<file path="src/rtl/itch_frame_tx.sv">
// itch_frame_tx: transmit-side ITCH framer.
// Emits a 2-byte big-endian length header followed by exactly the declared
// number of payload bytes. Short payloads are zero-padded, excess bytes are
// dropped, and illegal lengths are rejected without emitting anything.
module itch_frame_tx #(
    parameter int MAX_LEN = 64
) (
    input  logic        clk,
    input  logic        rst_n,
    input  logic        msg_valid,
    input  logic [15:0] msg_len,
    output logic        msg_ready,
    input  logic [7:0]  in_data,
    input  logic        in_valid,
    input  logic        in_last,
    output logic        in_ready,
    output logic [7:0]  out_data,
    output logic        out_valid,
    output logic        out_last,
    input  logic        out_ready,
    output logic        out_start,
    output logic [15:0] out_expected_len,
    output logic        frame_done,
    output logic        err_underrun,
    output logic        err_overrun,
    output logic        len_reject
);

    localparam logic [15:0] MAX_LEN_W = 16'(MAX_LEN);

    // State names describe what the output register holds or produces next.
    // The header MSB is loaded on the descriptor handshake itself so that it
    // appears in the very next cycle.
    typedef enum logic [2:0] {
        IDLE,
        HDR_HI,
        HDR_LO,
        PAYLOAD,
        PAD,
        DRAIN
    } state_t;

    state_t      state, state_nxt;
    logic [15:0] len, len_nxt;
    logic [15:0] count, count_nxt;
    logic [15:0] count_inc;
    logic [15:0] exp_len_nxt;
    logic [7:0]  data_nxt;
    logic        valid_nxt, last_nxt;
    logic        start_nxt, done_nxt, under_nxt, over_nxt, rej_nxt;
    logic        msg_ready_nxt;
    logic        out_free, msg_hs, in_hs, len_ok;

    // The output register can take a new byte when empty or when it drains this cycle.
    assign out_free  = !out_valid || out_ready;
    assign msg_hs    = msg_valid && msg_ready;
    assign in_hs     = in_valid && in_ready;
    assign count_inc = count + 16'd1;
    assign len_ok    = (msg_len != 16'd0) && (msg_len <= MAX_LEN_W);

    // Payload is accepted only when it can go straight into the output register;
    // HDR_LO is included so the first payload byte follows the header without a bubble.
    always_comb begin
        in_ready = 1'b0;
        case (state)
            HDR_LO, PAYLOAD: in_ready = out_free;
            DRAIN:           in_ready = 1'b1;
            default:         in_ready = 1'b0;
        endcase
    end

    // Next-state, output-register and pulse logic.
    always_comb begin
        state_nxt   = state;
        len_nxt     = len;
        count_nxt   = count;
        exp_len_nxt = out_expected_len;
        data_nxt    = out_data;
        valid_nxt   = out_valid;
        last_nxt    = out_last;
        start_nxt   = 1'b0;
        under_nxt   = 1'b0;
        over_nxt    = 1'b0;
        rej_nxt     = 1'b0;
        done_nxt    = out_valid && out_ready && out_last;

        // A pending byte leaves on its handshake unless a new one replaces it below.
        if (out_valid && out_ready) begin
            valid_nxt = 1'b0;
            last_nxt  = 1'b0;
        end

        case (state)
            IDLE: begin
                if (msg_hs) begin
                    len_nxt   = msg_len;
                    count_nxt = 16'd0;
                    if (len_ok) begin
                        state_nxt   = HDR_HI;
                        start_nxt   = 1'b1;
                        exp_len_nxt = msg_len + 16'd2;
                        data_nxt    = msg_len[15:8];
                        valid_nxt   = 1'b1;
                        last_nxt    = 1'b0;
                    end else begin
                        rej_nxt   = 1'b1;
                        state_nxt = DRAIN;
                    end
                end
            end
            HDR_HI: begin
                if (out_free) begin
                    data_nxt  = len[7:0];
                    valid_nxt = 1'b1;
                    state_nxt = HDR_LO;
                end
            end
            HDR_LO, PAYLOAD: begin
                if (out_free) begin
                    state_nxt = PAYLOAD;
                end
                if (in_hs) begin
                    data_nxt  = in_data;
                    valid_nxt = 1'b1;
                    last_nxt  = 1'b0;
                    count_nxt = count_inc;
                    if (count_inc == len) begin
                        last_nxt = 1'b1;
                        if (in_last) begin
                            state_nxt = IDLE;
                        end else begin
                            over_nxt  = 1'b1;
                            state_nxt = DRAIN;
                        end
                    end else if (in_last) begin
                        under_nxt = 1'b1;
                        state_nxt = PAD;
                    end
                end
            end
            PAD: begin
                if (out_free) begin
                    data_nxt  = 8'h00;
                    valid_nxt = 1'b1;
                    count_nxt = count_inc;
                    last_nxt  = (count_inc == len);
                    if (count_inc == len) begin
                        state_nxt = IDLE;
                    end
                end
            end
            DRAIN: begin
                if (in_hs && in_last) begin
                    state_nxt = IDLE;
                end
            end
            default: state_nxt = IDLE;
        endcase

        msg_ready_nxt = (state_nxt == IDLE) && !valid_nxt;
    end

    // State register.
    always_ff @(posedge clk or negedge rst_n) begin
        if (!rst_n) begin
            state <= IDLE;
        end else begin
            state <= state_nxt;
        end
    end

    // Output register, bookkeeping and registered pulses.
    always_ff @(posedge clk or negedge rst_n) begin
        if (!rst_n) begin
            len              <= 16'd0;
            count            <= 16'd0;
            out_data         <= 8'h00;
            out_valid        <= 1'b0;
            out_last         <= 1'b0;
            out_start        <= 1'b0;
            out_expected_len <= 16'd0;
            frame_done       <= 1'b0;
            err_underrun     <= 1'b0;
            err_overrun      <= 1'b0;
            len_reject       <= 1'b0;
            msg_ready        <= 1'b0;
        end else begin
            len              <= len_nxt;
            count            <= count_nxt;
            out_data         <= data_nxt;
            out_valid        <= valid_nxt;
            out_last         <= last_nxt;
            out_start        <= start_nxt;
            out_expected_len <= exp_len_nxt;
            frame_done       <= done_nxt;
            err_underrun     <= under_nxt;
            err_overrun      <= over_nxt;
            len_reject       <= rej_nxt;
            msg_ready        <= msg_ready_nxt;
        end
    end

endmodule

</file>
<file path="config.mk">
export PLATFORM = sky130hd
export DESIGN_NAME = itch_frame_tx
export DESIGN_NICKNAME = d
export VERILOG_FILES = /design/src/rtl/itch_frame_tx.sv
export SDC_FILE = /design/constraint.sdc
export NUM_CORES = 1
export LEC_CHECK = 0
export CORE_MARGIN = 3
export CORE_UTILIZATION = 40
export CTS_CLUSTER_DIAMETER = 100
export DETAILED_ROUTE_END_ITERATION = 10
export GPL_ROUTABILITY_DRIVEN = 0
export GPL_TIMING_DRIVEN = 0
export MAX_ROUTING_LAYER = met4
export SETUP_SLACK_MARGIN = 0.15
export SKIP_LAST_GASP = 1
export SYNTH_ARGS = -nofsm -noshare
export SYNTH_HDL_FRONTEND = slang
export SYNTH_SLANG_ARGS = --single-unit
</file>
<file path="constraint.sdc">
create_clock -name clk -period 4.1 [get_ports clk]
set_input_delay 1.025 -clock clk [delete_from_list [all_inputs] [get_ports clk]]
set_output_delay 1.025 -clock clk [all_outputs]
set_load 0.03 [all_outputs]
</file>
======== Yosys cells after proc, flatten, opt, wreduce, memory -nomap -nowiden ========
Cells that the tools add are included.
storage, ports and cells
  flip-flop bits (word level) ............. 67
  input port bits ......................... 30
  output and inout port bits .............. 33
  word-level logic and storage cells ...... 98
operators by class
  $add $sub $neg .......................... 2
  $lt $le $gt $ge ......................... 1
  eq/ne operators ......................... 11
  multiplexer cells ....................... 50
  reduce and logical (&&, ||, !) cells .... 21
operators by type and width
  cell                                                                                number
  16-bit 2-to-1 mux                                                                   3
  16-bit one-hot mux with 3 select lines                                              1
  8-bit 2-to-1 mux                                                                    5
  3-bit 2-to-1 mux                                                                    11
  8-bit one-hot mux with 4 select lines                                               1
  1-bit 2-to-1 mux                                                                    25
  16-bit by 1-bit adder with 16-bit output (second input constant)                    1
  16-bit by 2-bit adder with 16-bit output (second input constant)                    1
  16-bit == test                                                                      1
  16-bit by 7-bit less-or-equal comparator with 1-bit output (second input constant)  1
  16-bit nonzero test                                                                 1
  3-bit one-hot mux with 5 select lines                                               1
  2-bit inequality test (second input constant)                                       5
  1-bit logical AND                                                                   7
  3-bit by 2-bit == test with 1-bit output (second input constant)                    2
  3-bit == test (second input constant)                                               2
  3-bit zero test                                                                     2
  1-bit one-hot mux with 3 select lines                                               2
  6-bit AND reduction                                                                 1
  4-bit AND reduction                                                                 1
  4-bit nonzero test                                                                  1
  2-bit OR reduction                                                                  2
  3-bit by 1-bit == test with 1-bit output (second input constant)                    1
  3-bit AND reduction                                                                 1
  other kinds (5)                                                                     6

======== Logic depth before layout (Yosys ltp) ========
  depth after elaboration ................. 9
  mapped depth ............................ 9
  gate-level depth less buffers ........... 7

======== Worst setup path after synthesis ========
Ideal clock, no wire load.
  path type ............................... input to register
  from .................................... in msg_len[1]
  to ...................................... reg out_expected_len[2]
  data arrival time ....................... 2710 ps
  data required time ...................... 3973 ps
  path slack .............................. 1262 ps
  stages .................................. 6
  path buffers ............................ 1
  cells stage by stage .................... or4_4 o31a_1 nor3_2 and2_2 clkbuf_4 mux2_1
on the way
  word-level cells in the longest chain between the ends .. 3
RTL lines
  element                                                                                            RTL line  source
  start, declared                                                                                    11        input logic [15:0] msg_len,
  16-bit by 7-bit less-or-equal comparator with 1-bit output or 16-bit nonzero test (tied branches)  59        assign len_ok = (msg_len != 16'd0) && (msg_len <= MAX_LEN_W);
  1-bit logical AND                                                                                  59
  3-bit AND reduction (no line)                                                                      --
  end signal, assigned                                                                               194       out_expected_len <= exp_len_nxt;
  end, declared                                                                                      22        output logic [15:0] out_expected_len,
Parallel ways exist; a longest one is shown, timed or not.
A chain may end at the register's enable or synchronous reset.

======== Worst setup path in the final report ========
  from .................................... in out_ready
  to ...................................... out in_ready
on the way
  word-level cells in the longest chain between the ends .. 2
RTL lines
  element                                RTL line  source
  start, declared                        20        input logic out_ready,
  1-bit logical OR                       55        assign out_free = !out_valid || out_ready;
  1-bit one-hot mux with 2 select lines  65        case (state)
  end, declared                          16        output logic in_ready,
Every way passes these cells.

==> qor.yml <==
die-area_mm2: 0.01083
synth_compound_area_share_pct: 16.07
critical-path-max-stage-delay_ns: 0.59
hold_violations: 0
grt_pass1_wl_um: 17190
clockBufferDepth: 2
synth_top_family_by_area: "simple AND/OR/NAND/NOR gates"
portBuffers: 62
r2r_start: "count[0]"
nNetsFinal: 510
whs_ns: 0.5026
drive_gt1_share_pct: 14.49
grt_overflow: 0
crit_chain: "clkdlybuf4s50_1 > nor2b_1 > buf_6 > nor2_1 > a21o_1 > clkdlybuf4s50_1"
drt_pre_antenna_iters: 5
yosys_warnings: 0
min_period_over_period_pct: 90.47
postCtsSetupRepairBufs: 0
synth_cell_type_count: 61
synthCells: 405
syn_area_mm2: 0.003846
wire_per_inst_um: 16.77
relSlewSlack_pct: 38.86
synth_flop_cell: "dfrtp_1"
grt_usage_pct: 20.26
hold_path.class: "reg2reg"
power_uw: 3035
worst_pin_slew_ns: 0.9170
rr_endpoint: "state[1]"
ant_nets: 0
antenna_found_initial: 0
r2r_setup_slack_ns: 1.45
n_antenna_cell: 0
path_max_fanout: 10
yosysSeqAreaShare_pct: 43.59
synth_edf_count: 0
min_delay_path_depth: 1
crit_path_top_delay_cell: "clkdlybuf4s50_1"
power.leakage_uw: 0.002085
core_area_mm2: 0.009284
gr-usage-met3_pct: 4.221
startpoint_type: "input port"
rows: 35
final_cell_mix: "dfrtp_1 (67), clkdlybuf4s50_1 (61), nor2_1 (53), o21ai_0 (31), nand2_1 (28)"
ir_drop_mv: 0.4433
cts_buffers: 9
layout_commonest_cell: "dfrtp_1"
cts_resized: 0
die_w_um: 104.1
cp.required_ns: 3.07
cts_hold_buf: 0
use_met1_pct: 28.09
drc: 0
clkSlewWorstSetupHoldPaths_ns: 0.08
avgSynthCellArea_um2: 9.497
start_util_pct: 41.43
cts_tree: "built"
finalCriticalPeriod_ns: 3.709
synth_fa_ha_area_share_pct: 0.6506
met2_usage_pct: 30.73
worstSkewPairLatency_ns: 0.35
drtIter0Drc: 199
yosys.area_share.simple_pct: 20.40
grt_max_degree: 68
drt_wl_total_um: 10260
dpl.hpwl_um: 7453
timing.fmax_mhz: 269.6
power.density_mw_per_mm2: 625.0
num_vias: 3354
busiest_layer: "met2"
grt_pass1_vias: 3264
status: "completed"
async_reset_ff_share_pct: 100.0
yosys_register_bits: 67
crit_top_cell: "clkdlybuf4s50_1"
arrival_ns: 2.68
hp-start: "out_expected_len[2]"
drv_slew: 0
syn_nets: 437
cts-root-buf: "clkbuf_8"
syn_to_final_growth_pct: 26.25
worstHoldEndpoint: "out_expected_len[2]"
worst-setup-path-type: "in2out"
ff2ff_path_depth: 8
die_h_um: 104.1
max_cap_viol_count: 0
h-tree-depth: 3
setup_viol: 0
synth_mux_area_share_pct: 8.946
clock-sinks: 67
synth_xor_area_share_pct: 6.278
worstSetupEndpointType: "output port"
clock_skew_ns: 0.01186
vias_per_cell: 5.480
rsz0062_at_grt: "no"
io_pins: 63
[metrics by stage]
stage               worst slack, ns  setup TNS (ns)  cell area, µm²  std cells  utilization (%)
CTS                          0.3879               0            4856        612            52.30
finish                       0.3908               0            4856        612            52.30
floorplan                     1.262               0            3846        405                -
detailed placement           0.3946               0            4626        596            49.82
global route                 0.2971               0            4856        612            52.30
global placement            -0.3801          -25.15            4628        596            49.85
[metal layers]
layer,up-vias,part of all wire [%]
met4,0,0.91
met5,-,0
met1,1593,47
met2,132,47
li1,1616,-
met3,13,5.9
[worst max path at each step]
stage | startpoint | endpoint | slack (ns) | cells past startpoint
after floorplan | msg_len[1] | out_expected_len[2] | 1.26 | 6
after global routing | out_ready | in_ready | 0.30 | 6
after detailed placement | out_ready | in_ready | 0.39 | 6
after global placement | rst_n | out_data[0] | -0.38 | 1
final | out_ready | in_ready | 0.39 | 6
after CTS | out_ready | in_ready | 0.39 | 6
[report_power, final]
part / internal (µW) / leakage, µW / switching, µW
clock network: 354 / 0.000117 / 289
registers: 825 / 0.000874 / 160
logic: 614 / 0.00109 / 793
[cells in the mapped netlist (all sizes together) (3+ instances only)]
cell type / number / area share [%]
nand2: 28 / 2.7
a311oi: 3 / 0.68
nor2b: 12 / 2.0
xor2: 11 / 2.5
nor2: 53 / 5.2
and3: 6 / 1.0
nor4: 5 / 1.2
xnor2: 14 / 3.2
and4: 4 / 0.91
dfrtp: 67 / 44
nand4: 6 / 1.3
o31ai: 4 / 0.78
buf: 13 / 2.2
inv: 4 / 0.39
clkbuf: 13 / 1.4
mux2: 27 / 7.9
a31oi: 12 / 2.0
a2bb2oi: 3 / 0.85
nand2b: 4 / 0.65
a21o: 4 / 0.78
o21ai: 33 / 4.3
nand3: 11 / 1.4
o22ai: 10 / 1.6
a21oi: 14 / 1.8
mux2i: 4 / 1.0
and2: 3 / 0.52
nor3: 9 / 1.4
[state kept, by name, indices dropped and copies added, names as in the netlist, 3 cells and up]
signal and count:
count 16, len 16, out_expected_len 16, out_data 8
state 3
[cells by family after synthesis]
family                   after synthesis
XOR/XNOR                              26
flip-flops                            67
AO/OA/AOI/OAI                         98
buffers and inverters                 31
adder cells (fa/ha/maj)                2
multiplexers                          31
AND/OR/NAND/NOR                      150
[critical path: cells and delay by family]
kind,cells,cell delay (ns)
buf+inv,3,1.22
simple gates,2,0.29
compound gates,1,0.15
[area by class of cell]
type,count,area [µm²]
fill,874,4428
buffer,26,137.6
timing repair buffer,62,618.1
sequential,67,1677
tap,129,161.4
inverter,5,18.77
multi-input combinational,307,2013
clock inverter,7,106.4
clock buffer,9,123.9
(Power assumes the default switching activity.)
